[config.mk]
export PLATFORM = sky130hd
export DESIGN_NAME = noise_gate_ramp
export DESIGN_NICKNAME = d
export VERILOG_FILES = /design/src/rtl/noise_gate_pkg.sv /design/src/rtl/gain_apply.sv /design/src/rtl/noise_gate_ramp.sv
export SDC_FILE = /design/constraint.sdc
export NUM_CORES = 1
export LEC_CHECK = 0
export BUFFER_PORTS_ARGS = -buffer_cell sky130_fd_sc_hd__buf_2
export CAP_MARGIN = 40
export CORE_AREA = 2 2 112 136
export DETAILED_ROUTE_END_ITERATION = 16
export DIE_AREA = 0 0 114 138
export PLACE_DENSITY = 0.72
export SETUP_SLACK_MARGIN = 0.15
export SYNTH_ARGS = -nofsm -noshare
export SYNTH_HDL_FRONTEND = slang
export SYNTH_HIERARCHICAL = 1
export SYNTH_SLANG_ARGS = --single-unit
[constraint.sdc]
create_clock -name clk -period 6.16 [get_ports clk]
set_input_delay 1.232 -clock clk [delete_from_list [all_inputs] [get_ports clk]]
set_output_delay 1.232 -clock clk [all_outputs]
set_load 0.05 [all_outputs]
[src/rtl/noise_gate_pkg.sv]
// noise_gate_pkg: shared gate state encoding, unity gain and saturating level helpers
package noise_gate_pkg;
  typedef enum logic [2:0] {
    CLOSED  = 3'd0,
    ATTACK  = 3'd1,
    OPEN    = 3'd2,
    HOLD    = 3'd3,
    RELEASE = 3'd4
  } state_t;
  function automatic int unity(input int frac);
    return 1 << frac;
  endfunction
  // The most negative w-bit value has no positive twin, so it clips to the largest positive one.
  function automatic int sat_abs(input int x, input int w);
    return (x == -(1 << (w - 1))) ? (1 << (w - 1)) - 1 : (x < 0 ? -x : x);
  endfunction
endpackage

[src/rtl/gain_apply.sv]
// gain_apply: registered signed sample-times-gain with arithmetic shift and bypass mux
module gain_apply #(
  parameter int WIDTH     = 16,
  parameter int GAIN_FRAC = 8
) (
  input  logic                    clk,
  input  logic                    rst_n,
  input  logic                    en,
  input  logic                    bypass,
  input  logic signed [WIDTH-1:0] sample,
  input  logic [GAIN_FRAC:0]      gain,
  output logic signed [WIDTH-1:0] out_sample
);
  localparam int P = WIDTH + GAIN_FRAC + 2;
  logic signed [P-1:0] prod;
  assign prod = P'(sample) * P'($signed({1'b0, gain}));
  always_ff @(posedge clk or negedge rst_n)
    if (!rst_n) out_sample <= '0;
    else if (en) out_sample <= bypass ? sample : WIDTH'(prod >>> GAIN_FRAC);
endmodule

[src/rtl/noise_gate_ramp.sv]
// noise_gate_ramp: hysteresis noise gate with hold timer and linear attack/release gain ramps
module noise_gate_ramp
  import noise_gate_pkg::*;
#(
  parameter int WIDTH        = 16,
  parameter int OPEN_THRESH  = 1000,
  parameter int CLOSE_THRESH = 600,
  parameter int HOLD_TIME    = 3000,
  parameter int GAIN_FRAC    = 8,
  parameter int ATTACK_STEP  = 64,
  parameter int RELEASE_STEP = 4
) (
  input  logic                    clk,
  input  logic                    rst_n,
  input  logic                    in_valid,
  input  logic signed [WIDTH-1:0] in_sample,
  input  logic                    bypass,
  output logic                    out_valid,
  output logic signed [WIDTH-1:0] out_sample,
  output logic                    gate_open,
  output logic [GAIN_FRAC:0]      gain
);
  localparam int UNITY = unity(GAIN_FRAC);
  localparam int GW    = GAIN_FRAC + 1;
  localparam int HW    = $clog2(HOLD_TIME + 1);
  state_t        state;
  logic [HW-1:0] hold_cnt;
  int            lvl, up, dn;
  logic          loud, quiet;
  logic [GW-1:0] gain_up, gain_dn;
  assign lvl     = sat_abs(int'(in_sample), WIDTH);
  assign loud    = lvl > OPEN_THRESH;
  assign quiet   = lvl <= CLOSE_THRESH;
  assign up      = int'(gain) + ATTACK_STEP;
  assign dn      = int'(gain) - RELEASE_STEP;
  assign gain_up = up >= UNITY ? GW'(UNITY) : GW'(up);
  assign gain_dn = dn <= 0 ? '0 : GW'(dn);
  gain_apply #(.WIDTH(WIDTH), .GAIN_FRAC(GAIN_FRAC)) u_gain_apply (
    .clk       (clk),
    .rst_n     (rst_n),
    .en        (in_valid),
    .bypass    (bypass),
    .sample    (in_sample),
    .gain      (gain),
    .out_sample(out_sample)
  );
  always_ff @(posedge clk or negedge rst_n)
    if (!rst_n) begin
      out_valid <= 1'b0;
      state     <= CLOSED;
      gain      <= '0;
      hold_cnt  <= '0;
      gate_open <= 1'b0;
    end else begin
      out_valid <= in_valid;
      if (in_valid)
        case (state)
          CLOSED: if (loud) begin
            state     <= ATTACK;
            gain      <= gain_up;
            gate_open <= 1'b1;
          end
          ATTACK: begin
            gain <= gain_up;
            if (int'(gain_up) == UNITY) state <= OPEN;
          end
          OPEN: begin
            state    <= quiet ? HOLD : OPEN;
            hold_cnt <= quiet ? HW'(1) : '0;
          end
          HOLD:
            if (!quiet) begin
              state    <= OPEN;
              hold_cnt <= '0;
            end else if (hold_cnt == HW'(HOLD_TIME)) begin
              state     <= gain_dn == '0 ? CLOSED : RELEASE;
              gain      <= gain_dn;
              hold_cnt  <= '0;
              gate_open <= 1'b0;
            end else hold_cnt <= hold_cnt + 1'b1;
          RELEASE:
            if (loud) begin
              state     <= ATTACK;
              gain      <= gain_up;
              gate_open <= 1'b1;
            end else begin
              gain <= gain_dn;
              if (gain_dn == '0) state <= CLOSED;
            end
          default: begin
            state     <= CLOSED;
            gain      <= '0;
            hold_cnt  <= '0;
            gate_open <= 1'b0;
          end
        endcase
    end
endmodule

==> Flow_metrics.wiki <==
{| class="wikitable"
! Metric !! Value
|-
| Die Area || about 0.016 mm^2
|-
| Vias in the first global route || between 6000 and 7000
|-
| Classification of the worst-slack hold path || register to register
|-
| DRC violations left || 0
|-
| Cells traversed along the worst timing path || clkbuf_4, and2_4, fa_1, fa_1, fa_1, fa_1, inv_1, fa_1, inv_1, ha_1, nand3_2, or2_4, o221ai_4, a31oi_4, o2111ai_2, a31oi_2, xnor2_1, o221ai_2
|-
| Synthesized Nets || 1093
|-
| Portion of total power attributed to the clock network || 0.095
|-
| Slew of the pin with the lowest slew margin || about 0.89 ns
|-
| Final HPWL DP || roughly 16000 um
|-
| Main synth FF type || sky130_fd_sc_hd__dfrtp_1
|-
| Relative slew slack || 0.4073
|-
| Most numerous cell types in the synthesized netlist || sky130_fd_sc_hd__inv_1, sky130_fd_sc_hd__fa_1, sky130_fd_sc_hd__nand2_1
|-
| H-tree lvl count || 2
|-
| Final worst path period share || 0.9444
|-
| Number of nets in the final layout || ~1200
|-
| Largest fanout on the critical path || 9
|-
| Switching part of the total || 0.5357
|-
| Placed standard-cell area || between 0.008 and 0.009 mm^2
|-
| Final slew viol count || 0
|-
| Hold buffer count at cts || 0
|-
| Count of max-cap constraint violations || 0
|-
| Final setup skew || 0.002567 ns
|-
| Diode insertion count for antenna repair || 0
|-
| Clk root buf || sky130_fd_sc_hd__clkbuf_16
|-
| Total wire length || between 15000 and 20000 um
|-
| Library cells used by synthesis || 79
|-
| Count of flip-flops with a built-in enable after synthesis || 0
|-
| Slowest stage delay, CP || 0.55 ns
|-
| Final ANT Viol Nets || 0
|-
| Critical path class || input pin to register
|-
| CORE AREA || ~0.015 mm^2
|-
| Nature of the critical path endpoint || register
|-
| Horiz. Die Dim || 114 um
|-
| Highest-delay cell along the critical path || sky130_fd_sc_hd__fa_1
|-
| Height of the die || about 140 um
|-
| Overall routing resource usage || 0.2638
|-
| Worst path top cell family by delay || adder cells
|-
| Most prevalent standard cell on the critical path || sky130_fd_sc_hd__fa_1
|-
| CTS tree || yes
|-
| Library cell with the largest summed area after synthesis || sky130_fd_sc_hd__fa_1
|-
| Asr flop ratio synth || 1.000
|-
| CP Buf/Inv Count || 3
|-
| Total instance count after detailed placement || 1141
|-
| Placer's final routability congestion estimate || approximately 0.85
|-
| Aggregate negative setup slack || 0 ns
|-
| Detailed-route wire length per cell || about 17 um
|-
| Data arrival at the endpoint of the critical path || between 5 and 6 ns
|-
| Number of failing setup endpoints in the final timing report || 0
|-
| Outcome || complete, no violations
|-
| Number of antenna violations at the first check in global routing || 0
|-
| Congestion Overflow GR || 0
|-
| Routed vias/inst || 5.579
|-
| Shortest period the worst path allows || ~5.8 ns
|-
| Part of the power in registers || 0.144
|-
| Number of clock buffers inserted by TritonCTS || 5
|-
| Non-filler cells in the finished layout || about 1200
|-
| Signed area change from the synthesized netlist to the final layout || 13.61%
|-
| Gate count of the mapped netlist || approximately 900
|-
| YS warnings || 6
|-
| Buffers on Ports || 46
|-
| Maximum clock frequency || 0.1719 GHz
|-
| Switching pwr || approximately 1.8 mW
|-
| Fin area || slightly below 0.009 mm^2
|-
| Number of rows in the core area || 49
|-
| Worst Path Required || ~6.3 ns
|-
| Maximum number of pins on one net before global-route repair || between 40 and 50
|-
| Ratio of cells with drive above 1 in the final layout || 0.1686
|-
| Internal Pwr Total || between 1.5 and 2 mW
|-
| Top cells by area in the synthesized netlist || sky130_fd_sc_hd__fa_1, sky130_fd_sc_hd__dfrtp_1, sky130_fd_sc_hd__ha_1
|-
| Number of failing hold endpoints at the final stage || 0
|-
| Combined area of all synthesized cells || just under 0.008 mm^2
|-
| Number of clock sinks || between 40 and 50
|-
| Global-route wire length before repair || 32910 um
|-
| Violation count after the first detailed-routing iteration || ~250
|-
| Tightest hold margin || 0.4874 ns
|-
| Yosys top cell area share || 0.2924
|-
| Setup repair after global routing missed its margin || false
|-
| Leak || 4.516 nW
|-
| Total power per unit cell area || approximately 380 mW/mm^2
|-
| Launching element type of the critical path || input pin
|-
| Clock transition at the registers of the reported paths || roughly 0.060 ns
|-
| Via count || about 6400
|-
| Top-count cell post-synth || sky130_fd_sc_hd__inv_1
|-
| Maximum clock path buffer count || 2
|-
| Total power draw || 3.340 mW
|-
| Sequential fraction of the synthesis area || 0.1346
|-
| Starting density of the core || 0.5350
|-
| Number of iterations in the first detailed-routing pass || 5
|-
| Clock insertion delay at the later pin of the skew report || around 0.31 ns
|-
| Worst ir drop on vdd || about 0.26 mV
|-
| Average cell area after synthesis || just under 9 um^2
|-
| Synth Register Bits || 42
|-
| I/O Pins || 47
|-
| Relative contribution of combinational cells to total power || 0.761
|}
cell families after synthesis:
group,share of synthesized area
AO/OA/AOI/OAI,0.1345
XOR/XNOR,0.03590
adder cells (fa/ha/maj),0.3853
buffers and inverters,0.09425
flip-flops,0.1346
multiplexers,0.01298
AND/OR/NAND/NOR,0.2024
path summary, 6_finish.rpt:
check | to | slack [ns] | cells after the start | start
worst max-delay path | u_gain_apply/out_sample[15]$_DFFE_PN0P_ | 0.34 | 18 | in_sample[9]
worst min-delay path | hold_cnt[11]$_DFFE_PN0P_ | 0.49 | 1 | hold_cnt[11]$_DFFE_PN0P_
worst max register to register | u_gain_apply/out_sample[12]$_DFFE_PN0P_ | 0.55 | 18 | gain[6]$_DFFE_PN0P_
worst min register to register | hold_cnt[11]$_DFFE_PN0P_ | 0.49 | 1 | hold_cnt[11]$_DFFE_PN0P_
max in group asynchronous | u_gain_apply/out_sample[10]$_DFFE_PN0P_ | 4.81 | 2 | rst_n
min in group asynchronous | u_gain_apply/out_sample[0]$_DFFE_PN0P_ | 0.86 | 1 | rst_n
routing by layer:
layer,track usage,routed length (um),vias up
li1,-,-,3048
met1,0.3405,8175,3199
met4,0.06547,447,0
met3,0.04779,851,31
met2,0.4577,10120,143
met5,0,0,-
registers in the layout, indices dropped and copies added, names as in the netlist:
register and flops:
gate_open 1, gain 9, u_gain_apply/out_sample 16, state 3
hold_cnt 12, out_valid 1
what timing repair did:
action                                  in CTS  in global routing
resized for setup                            0                 34
endpoints found under the setup margin       0                  8
buffers inserted                             0                  2
layout make-up:
class	count	area (um^2)
Clock inverter	2	37.54
Clock buffer	6	128.9
Tap cell	178	222.7
Fill cell	1272	5723
Multi-Input combinational cell	668	6157
Timing Repair Buffer	103	700.7
Sequential cell	42	1051
Inverter	152	570.5
per-stage QoR:
step                setup slack (ns)    util
floorplan                     0.1547       -
global placement            -0.01243  0.5853
detailed placement          -0.08501  0.5867
CTS                           0.2445  0.5981
global route                  0.1474  0.6078
finish                        0.3423  0.6078
power groups by stage:
stage                     logic [mW]  registers [mW]  clock network [mW]
after floorplan                 1.69           0.642                   0
after global placement          2.42           0.480                   0
after detailed placement        2.48           0.483                   0
after CTS                       2.49           0.479               0.324
after global routing            2.89           0.495               0.336
final                           2.54           0.480               0.318
cells in the final DEF (no fill, tap or decap), types with 3 or more instances in the layout:
cell type	count
sky130_fd_sc_hd__a211oi_2	3
sky130_fd_sc_hd__a21o_1	7
sky130_fd_sc_hd__a21oi_1	28
sky130_fd_sc_hd__a21oi_2	4
sky130_fd_sc_hd__a22o_1	3
sky130_fd_sc_hd__a31oi_1	6
sky130_fd_sc_hd__and2_1	70
sky130_fd_sc_hd__and2_4	3
sky130_fd_sc_hd__and3_1	4
sky130_fd_sc_hd__buf_2	37
sky130_fd_sc_hd__buf_4	59
sky130_fd_sc_hd__clkbuf_16	5
sky130_fd_sc_hd__clkbuf_4	4
sky130_fd_sc_hd__dfrtp_1	42
sky130_fd_sc_hd__fa_1	113
sky130_fd_sc_hd__ha_1	52
sky130_fd_sc_hd__ha_4	5
sky130_fd_sc_hd__inv_1	152
sky130_fd_sc_hd__mux2_2	4
sky130_fd_sc_hd__mux2i_1	3
sky130_fd_sc_hd__nand2_1	109
sky130_fd_sc_hd__nand3_1	24
sky130_fd_sc_hd__nand4_1	4
sky130_fd_sc_hd__nor2_1	42
sky130_fd_sc_hd__nor2b_1	6
sky130_fd_sc_hd__nor3_1	19
sky130_fd_sc_hd__o211ai_1	4
sky130_fd_sc_hd__o21ai_0	25
sky130_fd_sc_hd__o21ai_1	7
sky130_fd_sc_hd__o221ai_1	3
sky130_fd_sc_hd__o31ai_1	6
sky130_fd_sc_hd__o41ai_1	3
sky130_fd_sc_hd__or3_1	7
sky130_fd_sc_hd__or4_1	3
sky130_fd_sc_hd__xnor2_1	19
sky130_fd_sc_hd__xor2_1	13
(Power assumes the default switching activity.)
